**src/rtl/mem_port_arbiter.sv**
```systemverilog
// mem_port_arbiter
//   Shares one single-ported memory between the fetch stage and the memory
//   stage. Each access is sequenced as request -> grant -> (read data) -> done.
//   The stall outputs hold the requesting pipeline stage until its done cycle.
//   When both stages request at once, data wins unless the previous completed
//   access was a data access.
//
//   Optional feature: define ARB_TIMEOUT_EN to abort any access that spends
//   TIMEOUT cycles in its request/wait phase. An aborted access still finishes
//   through its DONE state, with that port's read data forced to 0, and sets a
//   sticky timeout_err. When the macro is undefined, timeout_err is tied to 0.
//
// Ports
//   clk, reset              clock (rising edge), async active-high reset
//   if_req/if_addr          fetch request and address
//   if_rdata/if_done        fetched word (registered) and completion pulse
//   dm_rd/dm_wr/dm_addr/dm_wdata  memory-stage load/store request
//   dm_rdata/dm_done        load data (registered) and completion pulse
//   mem_req/mem_we/mem_addr/mem_wdata  external memory request (registered)
//   mem_gnt/mem_rvalid/mem_rdata       external memory grant and read return
//   stall_f/stall_m         stage hold signals
//   timeout_err             sticky access-timeout flag
module mem_port_arbiter #(
  parameter int WIDTH   = 32,
  parameter int TIMEOUT = 64
) (
  input  logic             clk,
  input  logic             reset,
  input  logic             if_req,
  input  logic [WIDTH-1:0] if_addr,
  output logic [WIDTH-1:0] if_rdata,
  output logic             if_done,
  input  logic             dm_rd,
  input  logic             dm_wr,
  input  logic [WIDTH-1:0] dm_addr,
  input  logic [WIDTH-1:0] dm_wdata,
  output logic [WIDTH-1:0] dm_rdata,
  output logic             dm_done,
  output logic             mem_req,
  output logic             mem_we,
  output logic [WIDTH-1:0] mem_addr,
  output logic [WIDTH-1:0] mem_wdata,
  input  logic             mem_gnt,
  input  logic             mem_rvalid,
  input  logic [WIDTH-1:0] mem_rdata,
  output logic             stall_f,
  output logic             stall_m,
  output logic             timeout_err
);

  localparam logic [2:0] S_IDLE   = 3'd0;
  localparam logic [2:0] S_D_REQ  = 3'd1;
  localparam logic [2:0] S_D_WAIT = 3'd2;
  localparam logic [2:0] S_D_DONE = 3'd3;
  localparam logic [2:0] S_F_REQ  = 3'd4;
  localparam logic [2:0] S_F_WAIT = 3'd5;
  localparam logic [2:0] S_F_DONE = 3'd6;

  logic [2:0]       r_state;
  logic [2:0]       w_next;
  logic             r_last_data;
  logic             r_mem_req;
  logic             r_mem_we;
  logic [WIDTH-1:0] r_mem_addr;
  logic [WIDTH-1:0] r_mem_wdata;
  logic [WIDTH-1:0] r_dm_rdata;
  logic [WIDTH-1:0] r_if_rdata;

  logic w_dm_any;
  logic w_fetch_favoured;
  logic w_in_req;
  logic w_in_wait;
  logic w_progress;
  logic w_tmo;
  logic w_tmo_fire;

  assign w_dm_any         = dm_rd | dm_wr;
  assign w_fetch_favoured = r_last_data & if_req;
  assign w_in_req         = (r_state == S_D_REQ) || (r_state == S_F_REQ);
  assign w_in_wait        = (r_state == S_D_WAIT) || (r_state == S_F_WAIT);
  assign w_progress       = (w_in_req & mem_gnt) | (w_in_wait & mem_rvalid);
  // A timeout only takes effect when the memory did not respond that cycle.
  assign w_tmo_fire       = w_tmo & ~w_progress;

`ifdef ARB_TIMEOUT_EN
  localparam int CW = (TIMEOUT > 1) ? $clog2(TIMEOUT) : 1;

  logic [CW-1:0] r_tmo_cnt;
  logic          r_timeout_err;

  assign w_tmo       = (w_in_req | w_in_wait) && (r_tmo_cnt == CW'(TIMEOUT - 1));
  assign timeout_err = r_timeout_err;

  always_ff @(posedge clk or posedge reset) begin
    if (reset) begin
      r_tmo_cnt     <= '0;
      r_timeout_err <= 1'b0;
    end else begin
      if (r_state == S_IDLE)
        r_tmo_cnt <= '0;
      else if (w_in_req | w_in_wait)
        r_tmo_cnt <= r_tmo_cnt + 1'b1;
      if (w_tmo_fire)
        r_timeout_err <= 1'b1;
    end
  end
`else
  logic w_unused_timeout;

  assign w_tmo            = 1'b0;
  assign timeout_err      = 1'b0;
  assign w_unused_timeout = (TIMEOUT != 0);
`endif

  always_comb begin
    w_next = r_state;
    case (r_state)
      S_IDLE: begin
        if (w_dm_any && !w_fetch_favoured) w_next = S_D_REQ;
        else if (if_req)                   w_next = S_F_REQ;
      end
      S_D_REQ: begin
        if (mem_gnt)    w_next = r_mem_we ? S_D_DONE : S_D_WAIT;
        else if (w_tmo) w_next = S_D_DONE;
      end
      S_D_WAIT: if (mem_rvalid || w_tmo) w_next = S_D_DONE;
      S_D_DONE: w_next = S_IDLE;
      S_F_REQ: begin
        if (mem_gnt)    w_next = S_F_WAIT;
        else if (w_tmo) w_next = S_F_DONE;
      end
      S_F_WAIT: if (mem_rvalid || w_tmo) w_next = S_F_DONE;
      S_F_DONE: w_next = S_IDLE;
      default:  w_next = S_IDLE;
    endcase
  end

  always_ff @(posedge clk or posedge reset) begin
    if (reset) begin
      r_state     <= S_IDLE;
      r_last_data <= 1'b0;
      r_mem_req   <= 1'b0;
      r_mem_we    <= 1'b0;
      r_mem_addr  <= '0;
      r_mem_wdata <= '0;
      r_dm_rdata  <= '0;
      r_if_rdata  <= '0;
    end else begin
      r_state   <= w_next;
      r_mem_req <= (w_next == S_D_REQ) || (w_next == S_F_REQ);

      // Request fields are captured only on entry so they stay stable even if
      // the stage changes its inputs while the access is in flight.
      if (r_state == S_IDLE && w_next == S_D_REQ) begin
        r_mem_addr  <= dm_addr;
        r_mem_wdata <= dm_wdata;
        r_mem_we    <= dm_wr;
      end else if (r_state == S_IDLE && w_next == S_F_REQ) begin
        r_mem_addr  <= if_addr;
        r_mem_wdata <= '0;
        r_mem_we    <= 1'b0;
      end

      if (r_state == S_D_WAIT && mem_rvalid)
        r_dm_rdata <= mem_rdata;
      else if (w_tmo_fire && (r_state == S_D_REQ || r_state == S_D_WAIT))
        r_dm_rdata <= '0;

      if (r_state == S_F_WAIT && mem_rvalid)
        r_if_rdata <= mem_rdata;
      else if (w_tmo_fire && (r_state == S_F_REQ || r_state == S_F_WAIT))
        r_if_rdata <= '0;

      if (r_state == S_D_DONE)
        r_last_data <= 1'b1;
      else if (r_state == S_F_DONE)
        r_last_data <= 1'b0;
    end
  end

  assign mem_req   = r_mem_req;
  assign mem_we    = r_mem_we;
  assign mem_addr  = r_mem_addr;
  assign mem_wdata = r_mem_wdata;
  assign dm_rdata  = r_dm_rdata;
  assign if_rdata  = r_if_rdata;
  assign dm_done   = (r_state == S_D_DONE);
  assign if_done   = (r_state == S_F_DONE);
  assign stall_m   = w_dm_any && (r_state != S_D_DONE);
  assign stall_f   = if_req && (r_state != S_F_DONE);

endmodule

```
**config.mk**
```make
export PLATFORM = sky130hd
export DESIGN_NAME = mem_port_arbiter
export DESIGN_NICKNAME = d
export VERILOG_FILES = /design/src/rtl/mem_port_arbiter.sv
export SDC_FILE = /design/constraint.sdc
export NUM_CORES = 1
export LEC_CHECK = 0
export ABC_AREA = 1
export ABC_CLOCK_PERIOD_IN_PS = 9600
export BUFFER_PORTS_ARGS = -buffer_cell sky130_fd_sc_hd__buf_2
export CAP_MARGIN = 5
export CORE_UTILIZATION = 25
export CTS_CLUSTER_DIAMETER = 200
export CTS_CLUSTER_SIZE = 30
export DETAILED_ROUTE_END_ITERATION = 16
export PLACE_DENSITY = 0.57
export SYNTH_ARGS = -nofsm -noshare
export SYNTH_HDL_FRONTEND = slang
export SYNTH_SLANG_ARGS = --single-unit
```
**constraint.sdc**
```tcl
create_clock -name clk -period 9.6 [get_ports clk]
set_input_delay 0.96 -clock clk [delete_from_list [all_inputs] [get_ports clk]]
set_output_delay 0.96 -clock clk [all_outputs]
set_load 0.005 [all_outputs]
```
==> results.md <==
- Status: finished clean
- All-Layer GR Usage: 14.8%
- CTS Root Cell: clkbuf_16
- PortBufs: 268
- Most frequent cell after synthesis: nand2_1
- Via-to-Cell Ratio: 4.23
- Pins over their slew limit: 0
- Comb power frac: 36.9%
- Routability cong.: 0.811
- Fill cells: 2378
- CP required: 9.95 ns
- Yosys cell types: 22
- Synth Area per Inst: 8.47 µm²
- Die X-Extent: 154 µm
- CTS tree: yes
- Setup Fix Bufs, Post-CTS: 0
- Setup TNS: 0 ns
- WS Path Type: in2reg
- Flop pwr share: 36.9%
- Full die area: 0.0236 mm²
- Drt pass-1 iters: 7
- Total number of vias: 5200
- I/O pin count: 270
- WP data arrival: 3.48 ns
- Clk_skew: 0.0144 ns
- Power Total: 0.00268 W
- Latest clock arrival within the worst-skew pair: 0.41 ns
- Synth area leader: dfrtp_1
- Final hold viol count: 0
- Fin nets: 1067
- Grt ovf: 0
- Initial Util: 25.5%
- Yosys reg bits: 134
- Buffer depth of the longest clock path: 2
- Max Cap Viol: 0
- Slew @ Worst Pin: 0.879 ns
- Final setup fails: 0
- Synth top area share: 58.4%
- Clock-pin slew on the worst setup and hold paths: 0.06 ns
- Synth Warn #: 0
- Post-synth design cell area: 0.00575 mm²
- Fin crit share: 32.7%
- VDD IR max: 0.149 mV
- Vias in the first global route: 5108
- Core ar.: 0.0226 mm²
- # rows: 55
- DRC violations left: 0
- Unrepaired setup endpoints after global routing: false
- Setup ws final: 6.47 ns
- Dpl ws: 6.05 ns
- Leak: 4.60 nW
- Mapped Nets: 813
- Clock group share of total power: 26.2%
- Clock Sinks: 134
- Max_slew headroom: 41.4%
- Post-cts resize count: 0
- Post-synth EDFFs: 0
- Cts-stage hold buffer count: 0
- Power Density: 338 mW/mm²
- Fmax: 0.319 GHz
- Commonest cells in the netlist: nand2_1 (270), dfrtp_1 (134), inv_1 (73)
- Die extent in y: 154 µm
- Fraction of layout cells with a size suffix above 1: 33.4%
- Endpoint class of the critical path: flop
- Final hold slack: 0.464 ns
- Post-route ant nets: 0
- Internal power: 0.00168 W
- Register area share after synthesis: 58.4%
- Worst-path maximum fanout: 64
- Ys async rst share: 100%
- Tmin final: 3.13 ns
- Num CTS Buffers: 17
- Sw Share: 37.3%
- Ys flop type: dfrtp_1
- Cells after synthesis: 678
- Largest net degree at the start of global routing: 69
- Final WL: 17000 µm
- Synth area leaders: dfrtp_1 (58%), nand2_1 (18%), o21ai_0 (5.7%), inv_1 (4.8%), nand3b_1 (4.2%)
- Initial antenna violation count: 1
- Layout area overhead: 37.9%
- Hold Crit Class: reg2reg
- Initial DRC count: 297
- First-pass GRT wire length: 27100 µm
- Detailed placement HPWL: 11700 µm
- Flop2flop setup slack: 6.69 ns
- Crit path launch type: input port
- Post-DR wirelength/cell: 13.8 µm
- Sw Pwr: 0.00100 W
- CTS H-tree lvls: 4
[path summary, 6_finish.rpt]
check,start,to,cells past startpoint
min in group asynchronous,reset,mem_addr[21],2
worst max-delay path,dm_wr,mem_addr[31],8
worst min-delay path,mem_wdata[14],mem_wdata[14],2
max in group asynchronous,reset,if_rdata[3],3
worst min register to register,mem_wdata[14],mem_wdata[14],2
worst max register to register,r_state[0],mem_addr[31],8
[layout by cell type (no fill, tap or decap), types with 3 or more instances in the layout]
cell       count
nand3_1       38
nand2_1      270
inv_2          4
bufinv_16      4
nand3b_1      32
o21ai_0       65
inv_1         72
clkbuf_16     17
buf_4          3
dfrtp_1      134
inv_6          3
buf_2        268
nor2_1        12
[cell type report]
class	count	area (µm²)	area share, %
repair buffers	271	1360	17.2
clock inverters	11	173	2.18
inverters	78	300	3.79
multi-input cells	430	1920	24.2
flip-flops and latches	134	3350	42.3
diodes	1	2.50	0.0316
clock buffers	20	457	5.76
well taps	285	357	4.50
[cells by family after synthesis]
family / Yosys count / share of synthesized area (%)
AND/OR/NAND/NOR: 362 / 27.3
flip-flops: 134 / 58.4
buffers and inverters: 114 / 8.36
AO/OA/AOI/OAI: 67 / 5.95
other: 1 / 0.0653
[power groups by stage]
| stage | combinational [W] | sequential [W] | clock, W |
|---|---|---|---|
| floorplan | 0.000558 | 0.00101 | 0 |
| global placement | 0.000992 | 0.000994 | 0 |
| detailed placement | 0.00102 | 0.000992 | 0 |
| CTS | 0.00101 | 0.000990 | 0.000724 |
| global route | 0.00115 | 0.00102 | 0.000747 |
| finish | 0.000989 | 0.000988 | 0.000702 |
[worst max-delay path, cell delays in order]
cell and delay (ns):
buf_2 0.12, o21ai_2 0.19, nand2_2 0.41, nand2_4 0.52
nand2_4 0.34, inv_4 0.64, nand2_1 0.13, nand2_1 0.10
[routing by layer]
layer | routed length [µm] | GRT usage (%) | part of all wire [%]
met5 | 0 | 0 | 0
met2 | 7580 | 23.3 | 45
met1 | 7540 | 18.9 | 44
met3 | 1690 | 5.52 | 9.9
met4 | 161 | 3.90 | 0.95
[flip-flops by register name, indices dropped and copies added (netlist names)]
register     count
mem_addr        32
mem_wdata       32
r_state          3
if_rdata        32
mem_req          1
mem_we           1
r_last_data      1
dm_rdata        32
[metrics by stage]
step	util (%)	instances	area, µm²
2_1_floorplan	-	678	5750
3_3_place_gp	32.3	1198	7290
3_5_place_dp	32.3	1198	7290
4_1_cts	35.1	1229	7920
5_1_grt	35.1	1229	7920
6_report	35.1	1230	7920
Power figures use the tool's default switching activity.
